===== src/rtl/mem_port_arbiter.sv =====
// Two-port memory arbiter: an instruction-fetch port and a data port share
// one fixed-latency memory. Grants alternate on contention, every access takes
// LATENCY busy cycles plus a one-cycle response, and d_err flags any grant
// where the data port asserted read and write together.
module mem_port_arbiter #(
    parameter int WORD_SIZE = 16,
    parameter int LATENCY   = 4
) (
    input  logic                 clk,
    input  logic                 reset_n,   // active-high despite the name
    input  logic                 i_req,
    input  logic [WORD_SIZE-1:0] i_addr,
    output logic [WORD_SIZE-1:0] i_rdata,
    output logic                 i_ready,
    input  logic                 d_rd,
    input  logic                 d_wr,
    input  logic [WORD_SIZE-1:0] d_addr,
    input  logic [WORD_SIZE-1:0] d_wdata,
    output logic [WORD_SIZE-1:0] d_rdata,
    output logic                 d_ready,
    output logic                 m_en,
    output logic                 m_we,
    output logic [WORD_SIZE-1:0] m_addr,
    output logic [WORD_SIZE-1:0] m_wdata,
    input  logic [WORD_SIZE-1:0] m_rdata,
    output logic                 i_stall,
    output logic                 d_stall,
    output logic                 d_err
);

    typedef enum logic [1:0] {
        IDLE   = 2'd0,
        BUSY_I = 2'd1,
        BUSY_D = 2'd2,
        RESP   = 2'd3
    } state_t;

    localparam logic [3:0] CNT_LOAD = 4'(LATENCY - 1);

    state_t               r_state;
    logic [3:0]           r_cnt;
    logic                 r_last_d;    // 1: last completed grant went to D
    logic                 r_sel_d;     // port owning the current access
    logic                 r_m_en;
    logic                 r_m_we;
    logic [WORD_SIZE-1:0] r_m_addr;
    logic [WORD_SIZE-1:0] r_m_wdata;
    logic [WORD_SIZE-1:0] r_i_rdata;
    logic [WORD_SIZE-1:0] r_d_rdata;
    logic                 r_i_ready;
    logic                 r_d_ready;
    logic                 r_d_err;

    logic w_i_pend;
    logic w_d_pend;
    logic w_grant_d;
    logic w_grant_i;

    assign w_i_pend  = i_req;
    assign w_d_pend  = d_rd | d_wr;
    // On a tie the port that did not win last time goes first.
    assign w_grant_d = w_d_pend && (!w_i_pend || !r_last_d);
    assign w_grant_i = w_i_pend && !w_grant_d;

    // Arbitration FSM with all outputs registered; address/data latches
    // double as the memory-side outputs.
    always_ff @(posedge clk or posedge reset_n) begin
        if (reset_n) begin
            r_state   <= IDLE;
            r_cnt     <= 4'd0;
            r_last_d  <= 1'b0;
            r_sel_d   <= 1'b0;
            r_m_en    <= 1'b0;
            r_m_we    <= 1'b0;
            r_m_addr  <= '0;
            r_m_wdata <= '0;
            r_i_rdata <= '0;
            r_d_rdata <= '0;
            r_i_ready <= 1'b0;
            r_d_ready <= 1'b0;
            r_d_err   <= 1'b0;
        end else begin
            r_i_ready <= 1'b0;
            r_d_ready <= 1'b0;
            case (r_state)
                IDLE: begin
                    if (w_grant_d) begin
                        r_state   <= BUSY_D;
                        r_sel_d   <= 1'b1;
                        r_cnt     <= CNT_LOAD;
                        r_m_en    <= 1'b1;
                        r_m_we    <= d_wr;     // rd+wr together resolves to a write
                        r_m_addr  <= d_addr;
                        r_m_wdata <= d_wdata;
                        if (d_rd && d_wr) begin
                            r_d_err <= 1'b1;
                        end
                    end else if (w_grant_i) begin
                        r_state  <= BUSY_I;
                        r_sel_d  <= 1'b0;
                        r_cnt    <= CNT_LOAD;
                        r_m_en   <= 1'b1;
                        r_m_we   <= 1'b0;
                        r_m_addr <= i_addr;
                    end
                end
                BUSY_I, BUSY_D: begin
                    if (r_cnt == 4'd0) begin
                        r_state <= RESP;
                        r_m_en  <= 1'b0;
                        r_m_we  <= 1'b0;
                        if (r_state == BUSY_I) begin
                            r_i_rdata <= m_rdata;
                            r_i_ready <= 1'b1;
                        end else begin
                            // Write responses leave d_rdata untouched.
                            if (!r_m_we) begin
                                r_d_rdata <= m_rdata;
                            end
                            r_d_ready <= 1'b1;
                        end
                    end else begin
                        r_cnt <= r_cnt - 4'd1;
                    end
                end
                RESP: begin
                    r_state  <= IDLE;
                    r_last_d <= r_sel_d;
                end
                default: begin
                    r_state <= IDLE;
                end
            endcase
        end
    end

    assign i_rdata = r_i_rdata;
    assign i_ready = r_i_ready;
    assign d_rdata = r_d_rdata;
    assign d_ready = r_d_ready;
    assign m_en    = r_m_en;
    assign m_we    = r_m_we;
    assign m_addr  = r_m_addr;
    assign m_wdata = r_m_wdata;
    assign d_err   = r_d_err;

    // Stalls follow the live request; forced low while reset is held.
    assign i_stall = i_req & ~r_i_ready & ~reset_n;
    assign d_stall = (d_rd | d_wr) & ~r_d_ready & ~reset_n;

endmodule


===== config.mk =====
export PLATFORM = sky130hd
export DESIGN_NAME = mem_port_arbiter
export DESIGN_NICKNAME = d
export VERILOG_FILES = /design/src/rtl/mem_port_arbiter.sv
export SDC_FILE = /design/constraint.sdc
export NUM_CORES = 1
export LEC_CHECK = 0
export BUFFER_PORTS_ARGS = -buffer_cell sky130_fd_sc_hd__buf_2
export CAP_MARGIN = 30
export CORE_ASPECT_RATIO = 0.75
export CORE_MARGIN = 3
export CORE_UTILIZATION = 51
export CTS_CLUSTER_SIZE = 30
export DETAILED_ROUTE_END_ITERATION = 6
export PLACE_DENSITY = 0.83
export SKIP_CTS_REPAIR_TIMING = 1
export SLEW_MARGIN = 20
export SYNTH_ARGS = -nofsm -noshare
export SYNTH_HDL_FRONTEND = slang
export SYNTH_SLANG_ARGS = --single-unit

===== constraint.sdc =====
create_clock -name clk -period 4.5 [get_ports clk]
set_input_delay 0 -clock clk [delete_from_list [all_inputs] [get_ports clk]]
set_output_delay 0 -clock clk [all_outputs]
set_load 0.05 [all_outputs]

---- Word-level counts from Yosys, hierarchy flattened ----
Index checks and enable logic that the tools add are counted.
storage, ports and cells
  flip-flop bits (word level) ............. 77
  input port bits ......................... 69
  output and inout port bits .............. 71
  word-level logic and storage cells ...... 74
operators by class
  add/subtract/negate cells ............... 1
  eq/ne operators ......................... 6
  multiplexer cells ....................... 24
  bitwise logic cells ..................... 10
  reduce and logical (&&, ||, !) cells .... 20
operators with widths
  cell                                               number
  2-to-1 mux 16 bit                                  2
  2-to-1 mux 1 bit                                   12
  2-to-1 mux 4 bit                                   3
  AND reduction 3 bit                                4
  one-hot mux 4 bit (2 select lines)                 1
  2-to-1 mux 2 bit                                   3
  one-hot mux 2 bit (3 select lines)                 1
  AND reduction 2 bit                                3
  NOT 1 bit                                          5
  AND 1 bit                                          4
  == test 2 bit (second input constant)              2
  logical NOT 4 bit                                  1
  != test 2 bit (second input constant)              2
  one-hot mux 1 bit (2 select lines)                 2
  AND reduction 4 bit                                1
  nonzero test 2 bit                                 2
  subtractor 4 x 1 -> 4 bit (second input constant)  1
  logical AND 1 bit                                  3
  logical NOT 1 bit                                  3
  != test 3 bit (second input constant)              1
  == test 2 x 1 -> 1 bit (second input constant)     1
  logical NOT 2 bit                                  1
  OR reduction 2 bit                                 1
  logical OR 1 bit                                   1
  OR 1 bit                                           1

---- Logic depth before layout (Yosys ltp) ----
Gate-level depths: netlist of run 1.
  word-level depth ........................ 8
  mapped depth ............................ 8
  mapped depth without buffers ............ 5

---- Least setup slack after synthesis of run 1 ----
No wires, ideal clock.
  kind .................................... flip-flop to flip-flop
  start ................................... register r_cnt[0]
  end ..................................... register r_d_rdata[0] (netlist: d_rdata[0])
  library setup time ...................... 0.125 ns
  data arrival time ....................... 1.922 ns
  required time ........................... 4.375 ns
  slack ................................... 2.453 ns
  stages on the path, launching flop included .. 8
  path buffers ............................ 2
  period minus slack after synthesis ...... 2.047 ns
  cells stage by stage .................... dfrtp_1 -> inv_1 -> ha_1 -> or3b_4 -> or3_1 -> buf_6 -> buf_12 -> mux2_4
on the way
  cells in the longest elaborated chain, start to end .. 2
RTL lines
  item                                  RTL line  source
  start, declared                       41        logic [3:0] r_cnt;
  start signal, assigned                123       r_cnt <= r_cnt - 4'd1;
  logical NOT 4 bit                     108       if (r_cnt == 4'd0) begin
  AND reduction 4 bit (no source line)  --
  end signal, assigned                  118       r_d_rdata <= m_rdata;
  end, declared                         49        logic [WORD_SIZE-1:0] r_d_rdata;
No other way between the ends.
A chain may end at the register's enable or synchronous reset.

---- Worst setup path after layout of run 1 ----
  start ................................... register r_cnt[0]
  end ..................................... register r_i_rdata[15] (netlist: i_rdata[15])
on the way
  cells in the longest elaborated chain, start to end .. 2
RTL lines
  item                                  RTL line  source
  logical NOT 4 bit                     108
  AND reduction 3 bit (no source line)  --
  end signal, assigned                  113       r_i_rdata <= m_rdata;
  end, declared                         48        logic [WORD_SIZE-1:0] r_i_rdata;
No other way between the ends.

==> reports/metrics.csv, run 1 <==
metric,value,unit
status,"complete, but fails checks",
violated checks,negative hold slack,
Hold Path Cell Cnt,3,
Syn Nets,326,
largest net degree at the start of global routing,40,
Die X,99.56,um
drt pass-1 iters,4,
vias per cell,5.325,
"critical path, cell by cell",inv_1 > ha_1 > nor3b_1 > and3_1 > mux2_2,
Synth top area share,0.5755,
PortBufs,139,
met2 global-route usage,0.3733,
antenna violations before repair,0,
Worst Path Arrival,2.81,ns
Mapped Cells,251,
DP Wirelength,5785,um
GPL Wtd Cong,0.8287,
FMAX,0.3875,GHz
met1 Use GR,0.2331,
combinational share of power,0.562,
crit start category,flop,
nets,518,
layout cells sized above 1,0.4799,
max cap viols,0,
worst clock skew,0.01596,ns
first-pass GRT wire length,12480,um
Rows,24,
Worst Reg2Reg Path Length in Cells,5,
Hold WS,-0.04276,ns
Initial Util,0.5520,
max incr delay on CP,0.78,ns
"Slew Viols, Final",0,
Worst VDD drop,0.6126,mV
Clock Sinks,77,
Synth cell types,39,
leakage power,2.482,nW
crit end category,flop,
iteration-0 DRC count of the detailed router,137,
Die Y,76.17,um
leading area contributor after synthesis,dfrtp_1,
post-route setup TNS,0,ns
"Hold Vio Cnt, Final",5,
Routed WL,9280,um
Internal,2.056,mW
DR DRC count,0,
CTS root buffer,clkbuf_8,
CTS tree,yes,
via count,2801,
"Slowest-stage cell, CP",and3_1,
met3 global-route usage,0.06313,
Core Region,0.006066,mm^2
Reg power frac,0.295,
n_diodes,0,
area delta synth->final,45.25,%
Clock transition at path regs,0.08,ns
Inserted Clock Buffers,9,
Slew @ Worst Pin,0.9195,ns
number of global-route vias before repair,2640,
HP Class,in2reg,
"Remaining Overflow, GRT",0,
final count of negative-setup-slack endpoints,0,
Switch Pwr,2.078,mW
# H-tree levels,3,
Avg WL per Cell,17.64,um
Clk pwr share,0.144,
Yosys reg bits,77,
sequential area share after synthesis,0.5755,
CP required,4.73,ns
"antenna viol nets, final",0,
worst-skew pair later-pin latency,0.35,ns
Slew HR,0.3870,
final period utilization,0.5734,
GRT Total Usage,0.2081,
final core utilization,0.8018,
worst-path fanout max,17,
mapped cell area,0.003348,mm^2
Sw Share,0.5027,
pwr dens,850.0,mW/mm^2
Most Crowded Layer GR,met2,
I/O pin cnt,140,
syn avg cell area,13.34,um^2
clock buffer depth,2,
RSZ-0062 raised after global routing,false,
fin crit period,2.580,ns
ranking of synthesized cells by area,"dfrtp_1 58%, mux2_2 13%, mux2i_1 4.8%, mux2_4 4.5%, o21ai_0 2.7%",
die area,0.007583,mm^2
synthesis warning total,0,
critical path type,reg2reg,
metrics by stage:
stage               power (mW)  instances  hold WS (ns)  worst slack, ns  cell area (um^2)
finish                   4.134        526      -0.04276            1.920              4863
global route             4.329        526      0.007592            1.730              4863
CTS                      4.047        472       -0.1498            1.971              4318
detailed placement       3.449        456        0.2280            1.966              4088
global placement         3.369        455        0.2180            2.105              4076
floorplan                2.923        251        0.1485            2.453              3348
worst max-delay path: cells and delay by family (launching register included):
family / cells / cell delay [ns]
and+or+nand+nor: 2 / 1.34
muxes: 1 / 0.42
adders and majority gates: 1 / 0.17
buffers and inverters: 1 / 0.12
DFF: 1 / 0.42
flip-flops by register name (all words and copies together) (netlist names):
register / flops
d_rdata: 16
i_rdata: 16
m_addr: 16
m_wdata: 16
r_cnt: 4
r_state: 2
d_err: 1
d_ready: 1
i_ready: 1
m_en: 1
m_we: 1
r_last_d: 1
r_sel_d: 1
area by class of cell:
class,instances,area [um^2]
flip-flops and latches,77,1927
multi-input cells,155,1330
repair buffers,195,1260
fillers,357,1202
clock buffers,10,137.6
well taps,78,97.59
clock inverters,6,92.59
inverters,5,18.77
cell families (layout without fill, tap and decap cells):
logic type,after synthesis,count (layout),share of synthesized area
AO/OA/AOI/OAI,37,37,0.07250
adder cells (fa/ha/maj),6,6,0.02242
buffers and inverters,19,216,0.03139
flip-flops,77,77,0.5755
multiplexers,65,65,0.2238
AND/OR/NAND/NOR,47,47,0.07437
power by group through the flow:
stage	logic, mW	registers, mW	clock network [mW]
after global routing	2.44	1.25	0.634
after global placement	2.17	1.20	0
after detailed placement	2.24	1.21	0
final	2.32	1.22	0.594
after floorplan	0.707	2.22	0
after CTS	2.24	1.21	0.602
synth_stat cells:
cell type	count
a211oi_1	3
buf_4	2
o21ai_0	18
a31oi_1	1
nor2_1	3
nor2b_1	1
and3_1	3
dfrtp_1	77
or2_2	1
or4b_2	1
nor4b_2	1
a21o_2	1
nand2b_1	2
o31ai_1	1
nand2_1	23
inv_1	5
a221oi_1	1
clkbuf_1	8
a2bb2oi_1	1
o221ai_1	1
a21oi_1	3
or3b_4	1
or3_1	1
nor3b_1	2
nor3_1	4
mux2i_1	16
mux2_4	10
nand3b_1	4
o2bb2ai_1	1
o211ai_1	1
mux2_2	39
a311oi_1	2
a41o_1	1
buf_12	1
a21o_1	1
buf_6	1
o2bb2ai_2	1
ha_1	6
buf_2	2
per-layer routing:
| metal | vias up | wire length, um | share of wire |
|---|---|---|---|
| li1 | 1277 | - | - |
| met1 | 1386 | 3309 | 0.36 |
| met2 | 107 | 5067 | 0.55 |
| met3 | 31 | 573 | 0.062 |
| met4 | 0 | 329 | 0.035 |
| met5 | - | 0 | 0 |
cells in the final DEF (no fill, tap or decap), types with 2 or more instances in the layout:
master / n
a211oi_1: 3
a21oi_1: 3
a311oi_1: 2
and3_1: 3
buf_2: 139
bufinv_16: 2
clkbuf_8: 10
clkinvlp_4: 2
dfrtp_1: 77
dlygate4sd3_1: 53
ha_1: 6
inv_1: 4
inv_6: 2
mux2_2: 39
mux2_4: 10
mux2i_1: 16
nand2_1: 23
nand2b_1: 2
nand3b_1: 4
nor2_1: 3
nor3_1: 4
nor3b_1: 2
o21ai_0: 18
final timing paths:
kind,start,slack [ns],to
setup / recovery,r_cnt[0]$_DFFE_PP0P_,1.92,i_rdata[15]$_DFFE_PP0P_
hold / removal,d_addr[15],-0.04,m_addr[15]$_DFFE_PP0P_
setup reg to reg,r_cnt[0]$_DFFE_PP0P_,1.92,i_rdata[15]$_DFFE_PP0P_
hold reg to reg,r_sel_d$_DFFE_PP0P_,0.48,r_sel_d$_DFFE_PP0P_
max in group asynchronous,reset_n,3.13,m_addr[9]$_DFFE_PP0P_
min in group asynchronous,reset_n,0.37,d_rdata[2]$_DFFE_PP0P_
Power figures use the tool's default switching activity.
==> run 2, diff against run 1 <==
--- a/config.mk
+++ b/config.mk
@@ -9,10 +9,10 @@
 export CAP_MARGIN = 30
 export CORE_ASPECT_RATIO = 0.75
 export CORE_MARGIN = 3
-export CORE_UTILIZATION = 51
+export CORE_UTILIZATION = 43
 export CTS_CLUSTER_SIZE = 30
 export DETAILED_ROUTE_END_ITERATION = 6
-export PLACE_DENSITY = 0.83
+export PLACE_DENSITY = 0.75
 export SKIP_CTS_REPAIR_TIMING = 1
 export SLEW_MARGIN = 20
 export SYNTH_ARGS = -nofsm -noshare
==> constraint.sdc (replaced) <==
create_clock -name clk -period 2.2 [get_ports clk]
set_input_delay 0 -clock clk [delete_from_list [all_inputs] [get_ports clk]]
set_output_delay 0 -clock clk [all_outputs]
set_load 0.05 [all_outputs]
==> run 2 against run 1 <==
The run still ends with negative hold slack left. Fmax increased by 24%. Global-route usage decreased by 4.1 points. Critical path depth increased by 1. Register-to-register slack got worse by 1.8 ns. Design area increased by 2.1%. Cell count increased by 6.1%. Via count decreased by 2.9%. Non-clock buffer count increased by 9. Sequential cell count unchanged.
==> reports/metrics.csv, run 2 (synthesis gave the netlist of run 1 again) <==
metric,value,unit,change
CTS root buffer,clkbuf_8,,
via count,2721,,-2.9%
DR DRC count,0,,unchanged
largest net degree at the start of global routing,41,,+2.5%
clock buffer depth,2,,unchanged
leakage power,2.533,nW,+2.1%
worst clock skew,0.007440,ns,-0.008520 ns
antenna violations before repair,0,,unchanged
Die X,107.9,um,+8.4%
Die Y,82.42,um,+8.2%
RSZ-0062 raised after global routing,false,,
final count of negative-setup-slack endpoints,0,,unchanged
Routed WL,8498,um,-8.4%
fin crit period,2.083,ns,-0.4971 ns
"commonest non-fill, non-tap cell in the layout",buf_2,,
status,"complete, but fails checks",,
CP required,2.44,ns,-2.29 ns
reg2reg setup slack,0.12,ns,-1.80 ns
GRT Total Usage,0.1669,,-0.04124
DP Wirelength,5620,um,-2.9%
Hold WS,-0.04835,ns,-0.005586 ns
iteration-0 DRC count of the detailed router,152,,+11%
Placed Area,0.004207,mm^2,+2.9%
final instance area,0.004967,mm^2,+2.1%
worst-path fanout max,16,,-1
"Power, Total",8.361,mW,+100%
Inserted Clock Buffers,9,,unchanged
final period utilization,0.9470,,+0.3736
R2R Path Start,r_cnt[0]$_DFFE_PP0P_,,
Clock Sinks,77,,unchanged
vias per cell,4.876,,-8.4%
"antenna viol nets, final",0,,unchanged
number of global-route vias before repair,2418,,-8.4%
first-pass GRT wire length,11620,um,-6.9%
max cap viols,0,,unchanged
Slew HR,0.5591,,+0.1721
crit end category,flop,,
Worst VDD drop,1.155,mV,+89%
Core Region,0.007466,mm^2,+23%
area delta synth->final,48.36,%,
pwr dens,1683,mW/mm^2,+98%
min-delay src,i_addr[1],,
Hold Path Cell Cnt,3,,unchanged
Rows,27,,+13%
reg2reg end,d_rdata[8]$_DFFE_PP0P_,,
drt pass-1 iters,4,,unchanged
Initial Util,0.4485,,-0.1035
Clock transition at path regs,0.08,ns,about the same
"Hold Vio Cnt, Final",5,,unchanged
n_diodes,0,,unchanged
most frequent cells in the layout,"139 x buf_2, 77 x dfrtp_1, 54 x dlygate4sd3_1, 39 x mux2_2, 23 x nand2_1",,
violated checks,negative hold slack,,
Worst Path Arrival,2.32,ns,-0.49 ns
GPL Wtd Cong,0.8412,,+1.5%
layout cells sized above 1,0.4880,,+0.008054
"Slew Viols, Final",0,,unchanged
HP Class,in2reg,,
die area,0.008892,mm^2,+17%
Slew @ Worst Pin,0.6606,ns,-0.2590 ns
crit start category,flop,,
worst-skew pair later-pin latency,0.35,ns,about the same
Avg WL per Cell,15.23,um,-14%
Worst Reg2Reg Path Length in Cells,6,,+1
post-route setup TNS,0,ns,unchanged
critical path type,reg2reg,,
CTS tree,yes,,
Hold Crit Endpoint,m_addr[1]$_DFFE_PP0P_,,
FMAX,0.4800,GHz,+24%
# H-tree levels,3,,unchanged
I/O pin cnt,140,,unchanged
PortBufs,139,,unchanged
"Remaining Overflow, GRT",0,,unchanged
nets,527,,+1.7%
run 2: cell types whose count changed in the layout (fill, tap and decap cells not counted), moves of 2 or more:
cell	before	now
buf_12	0	2
buf_4	1	7
clkinvlp_4	2	0
inv_6	2	5
run 2: worst max-delay path by stage:
stage	startpoint	endpoint	slack, ns	cells after the start
3_5_place_dp	r_cnt[0]$_DFFE_PP0P_	d_rdata[15]$_DFFE_PP0P_	0.13	6
3_3_place_gp	r_cnt[0]$_DFFE_PP0P_	d_rdata[6]$_DFFE_PP0P_	0.19	6
2_1_floorplan	r_cnt[0]$_DFFE_PP0P_	d_rdata[0]$_DFFE_PP0P_	0.15	7
4_1_cts	r_cnt[0]$_DFFE_PP0P_	d_rdata[8]$_DFFE_PP0P_	0.11	6
6_report	r_cnt[0]$_DFFE_PP0P_	d_rdata[8]$_DFFE_PP0P_	0.12	6
5_1_grt	r_cnt[0]$_DFFE_PP0P_	d_rdata[8]$_DFFE_PP0P_	0.04	6
run 2: routing by layer:
metal / part of all wire / vias up / global-route usage
met5: 0 / - / 0
met4: 0.018 / 0 / 0.04035
met3: 0.059 / 14 / 0.06061
met2: 0.53 / 92 / 0.2847
met1: 0.40 / 1319 / 0.2046
li1: - / 1296 / -
run 2: area by class of cell:
class / count / area (um^2)
Multi-Input combinational cell: 155 / 1330
Timing Repair Buffer: 204 / 1355
Fill cell: 548 / 2499
Clock inverter: 7 / 85.08
Clock buffer: 9 / 123.9
Sequential cell: 77 / 1927
Inverter: 5 / 20.02
Tap cell: 101 / 126.4
run 2: stage by stage:
step           utilization  hold slack, ns  std cells  setup slack [ns]
2_1_floorplan            -          0.1485        251            0.1531
3_3_place_gp        0.5614          0.1207        486            0.1892
3_5_place_dp        0.5634          0.1346        487            0.1276
4_1_cts             0.5914         -0.2601        503            0.1117
5_1_grt             0.6653       0.0007613        558           0.04479
6_report            0.6653        -0.04835        558            0.1166
run 2: critical path, stage by stage (launching register included):
cell and delay, ns:
dfrtp_1 0.42, inv_1 0.12, ha_1 0.16, or3b_4 0.39, or3_1 0.40, buf_12 0.18
mux2_4 0.30
run 2: power breakdown:
part	switching, mW	total [mW]	internal (mW)
clock	0.579	1.13	0.552
sequential	0.363	2.45	2.09
combinational	3.28	4.78	1.50
==> run 3, diff against run 2 <==
--- a/config.mk
+++ b/config.mk
@@ -5,6 +5,7 @@
 export SDC_FILE = /design/constraint.sdc
 export NUM_CORES = 1
 export LEC_CHECK = 0
+export ABC_AREA = 1
 export BUFFER_PORTS_ARGS = -buffer_cell sky130_fd_sc_hd__buf_2
 export CAP_MARGIN = 30
 export CORE_ASPECT_RATIO = 0.75
==> run 3 against run 2 <==
The flow still finishes with violations (negative hold slack). Combinational power up 1%. Clock power shrank 5%. Register-to-register slack better by 0.31 ns. Critical path type unchanged. Critical endpoint is now i_rdata[9]$_DFFE_PP0P_. Largest cell class unchanged.
==> reports/metrics.csv, run 3 <==
metric,value,unit,change
status,"complete, but fails checks",,
violated checks,negative hold slack,,
Worst VDD drop,0.6734,mV,-42%
worst-path fanout max,33,,+17
R2R Path Start,r_state[0]$_DFFE_PP0P_,,
critical path type,reg2reg,,
final core utilization,0.6561,,-0.009217
Placed Area,0.004178,mm^2,-0.68%
Top Metal Used,met4,,
ranking of synthesized cells by area,"dfrtp_1 57%, nand2_1 17%, o21ai_0 7.1%, inv_1 5.1%, nand3_1 3.3%",,
Hold Crit Endpoint,m_addr[0]$_DFFE_PP0P_,,
Rows,27,,unchanged
Synth Area in Adders,0.02226,,-0.0001663
Hold Path Cell Cnt,3,,unchanged
HP Class,in2reg,,
antenna violations before repair,0,,unchanged
Yosys reg bits,77,,unchanged
clock buffer depth,2,,unchanged
Mapped Cells,403,,+61%
Routed WL,9672,um,+14%
Slew HR,0.6285,,+0.06941
wire length on met3,426,um,-14%
final count of negative-setup-slack endpoints,0,,unchanged
Synth cell types,23,,-41%
first-pass GRT wire length,13150,um,+13%
syn avg cell area,8.370,um^2,-37%
"critical path, cell by cell",inv_1 > ha_1 > inv_1 > nor2_2 > nand2_1 > buf_4 > nand2_1 > o21ai_0,,
"Power, Total",8.412,mW,+0.62%
mapped cell area,0.003373,mm^2,+0.75%
Clock transition at path regs,0.08,ns,about the same
CTS tree,yes,,
GRT Total Usage,0.1884,,+0.02147
worst-skew pair later-pin latency,0.34,ns,about the same
Syn Nets,478,,+47%
Metal-1 WL,3891,um,+16%
PortBufs,139,,unchanged
Core Region,0.007466,mm^2,unchanged
area delta synth->final,45.22,%,
reg2reg end,i_rdata[9]$_DFFE_PP0P_,,
leading area contributor after synthesis,dfrtp_1,,
"count leader, synth",nand2_1,,
post-route setup TNS,0,ns,unchanged
metal2 WL,5164,um,+15%
"antenna viol nets, final",0,,unchanged
"Slew Viols, Final",0,,unchanged
Post-synth top cells,"149 x nand2_1, 77 x dfrtp_1, 48 x o21ai_0, 46 x inv_1",,
crit start category,flop,,
"Remaining Overflow, GRT",0,,unchanged
largest net degree at the start of global routing,44,,+7.3%
Finished Layout Cells,703,,+26%
DR DRC count,0,,unchanged
largest family of logic cells by synthesized area,simple AND/OR/NAND/NOR gates,,
I/O pin cnt,140,,unchanged
Hold WS,-0.01649,ns,+0.03186 ns
max cap viols,0,,unchanged
FMAX,0.5634,GHz,+17%
DP Wirelength,6241,um,+11%
fin crit period,1.775,ns,-0.3085 ns
post-synthesis compound-gate area fraction,0.08160,,+0.009106
n_diodes,0,,unchanged
Synth top area share,0.5712,,-0.004269
Die Y,82.71,um,+0.35%
synthesis warning total,0,,unchanged
GPL Wtd Cong,0.8312,,-1.2%
worst clock skew,0.005923,ns,-0.001517 ns
number of synthesized flops with an enable pin,0,,unchanged
pwr dens,1717,mW/mm^2,+2.0%
# H-tree levels,3,,unchanged
DP Worst Slack,0.4503,ns,+0.3227 ns
reg2reg setup slack,0.43,ns,+0.31 ns
Avg WL per Cell,13.76,um,-9.7%
Die X,108.3,um,+0.35%
DP Cell Count,635,,+30%
"Slowest-stage cell, CP",dfrtp_1,,
number of global-route vias before repair,2836,,+17%
CP required,2.44,ns,about the same
post-synthesis simple-gate area fraction,0.2437,,+0.1693
Worst Reg2Reg Path Length in Cells,8,,+2
Worst Path Arrival,2.02,ns,-0.30 ns
drt pass-1 iters,4,,unchanged
Initial Util,0.4518,,+0.003352
max incr delay on CP,0.40,ns,-0.02 ns
"Hold Vio Cnt, Final",5,,unchanged
nets,672,,+28%
asr flop ratio synth,1.000,,unchanged
Inserted Clock Buffers,9,,unchanged
xor and xnor area share after synthesis,0.002596,,+0.002596
CTS root buffer,clkbuf_8,,
area of the multi-input gates,0.001196,mm^2,-10%
iteration-0 DRC count of the detailed router,162,,+6.6%
setup ws final,0.4251,ns,+0.3085 ns
final period utilization,0.8068,,-0.1402
most frequent cells in the layout,"149 x nand2_1, 139 x buf_2, 77 x dfrtp_1, 52 x dlygate4sd3_1, 48 x o21ai_0",,
"commonest non-fill, non-tap cell in the layout",nand2_1,,
sequential area share after synthesis,0.5712,,-0.004269
RSZ-0062 raised after global routing,false,,
Clock Sinks,77,,unchanged
layout cells sized above 1,0.2874,,-0.2006
dominant synthesized flop cell,dfrtp_1,,
"CP delay by family, top",buffers and inverters,,
min-delay src,d_addr[0],,
final instance area,0.004898,mm^2,-1.4%
Storage cell area,0.001927,mm^2,unchanged
vias per cell,4.717,,-3.3%
FILL cells,616,,+12%
Slew @ Worst Pin,0.5572,ns,-0.1034 ns
via count,3316,,+22%
leakage power,2.755,nW,+8.7%
CP bufs+invs,3,,+1
die area,0.008954,mm^2,+0.70%
crit end category,flop,,
fraction of synthesized area in multiplexers,0.003338,,-0.2205
-- run 3: layout make-up --
| cell class | instances | area share |
|---|---|---|
| Sequential cell | 77 | 0.3934 |
| Timing Repair Buffer | 198 | 0.2590 |
| Multi-Input combinational cell | 263 | 0.2442 |
| Inverter | 48 | 0.03678 |
| Clock buffer | 11 | 0.02886 |
| Tap cell | 101 | 0.02580 |
| Clock inverter | 5 | 0.01201 |
-- run 3: where the power goes --
group	internal (mW)	leakage, nW	switching (mW)
Combinational	1.14	1.74	3.71
Sequential	2.11	0.920	0.384
Clock	0.557	0.0959	0.514
Total	3.81	2.76	4.60
-- run 3: cells by family after synthesis --
| group | count (synthesis) |
|---|---|
| adders and majority gates | 6 |
| muxes | 1 |
| AOI/OAI and AO/OA | 52 |
| and+or+nand+nor | 203 |
| buffers and inverters | 63 |
| DFF | 77 |
| xor gates and xnor gates | 1 |
-- run 3: layer usage --
layer | up-vias | track usage
li1 | 1636 | -
met5 | - | 0
met1 | 1580 | 0.2286
met2 | 82 | 0.3400
met4 | 0 | 0.05422
met3 | 18 | 0.04274
-- run 3: how the worst max path moves through the flow --
| stage | start | to | cells past startpoint |
|---|---|---|---|
| global route | r_state[0]$_DFFE_PP0P_ | i_rdata[9]$_DFFE_PP0P_ | 8 |
| CTS | r_state[0]$_DFFE_PP0P_ | i_rdata[9]$_DFFE_PP0P_ | 8 |
| floorplan | reset_n | d_err$_DFFE_PP0P_ | 1 |
| detailed placement | r_state[0]$_DFFE_PP0P_ | i_rdata[9]$_DFFE_PP0P_ | 8 |
| finish | r_state[0]$_DFFE_PP0P_ | i_rdata[9]$_DFFE_PP0P_ | 8 |
| global placement | r_state[0]$_DFFE_PP0P_ | i_rdata[0]$_DFFE_PP0P_ | 7 |
-- run 3: tightest hold or removal path: stages --
cell and delay, ns:
buf_2 0.10, nor2_1 0.08, o21ai_0 0.10
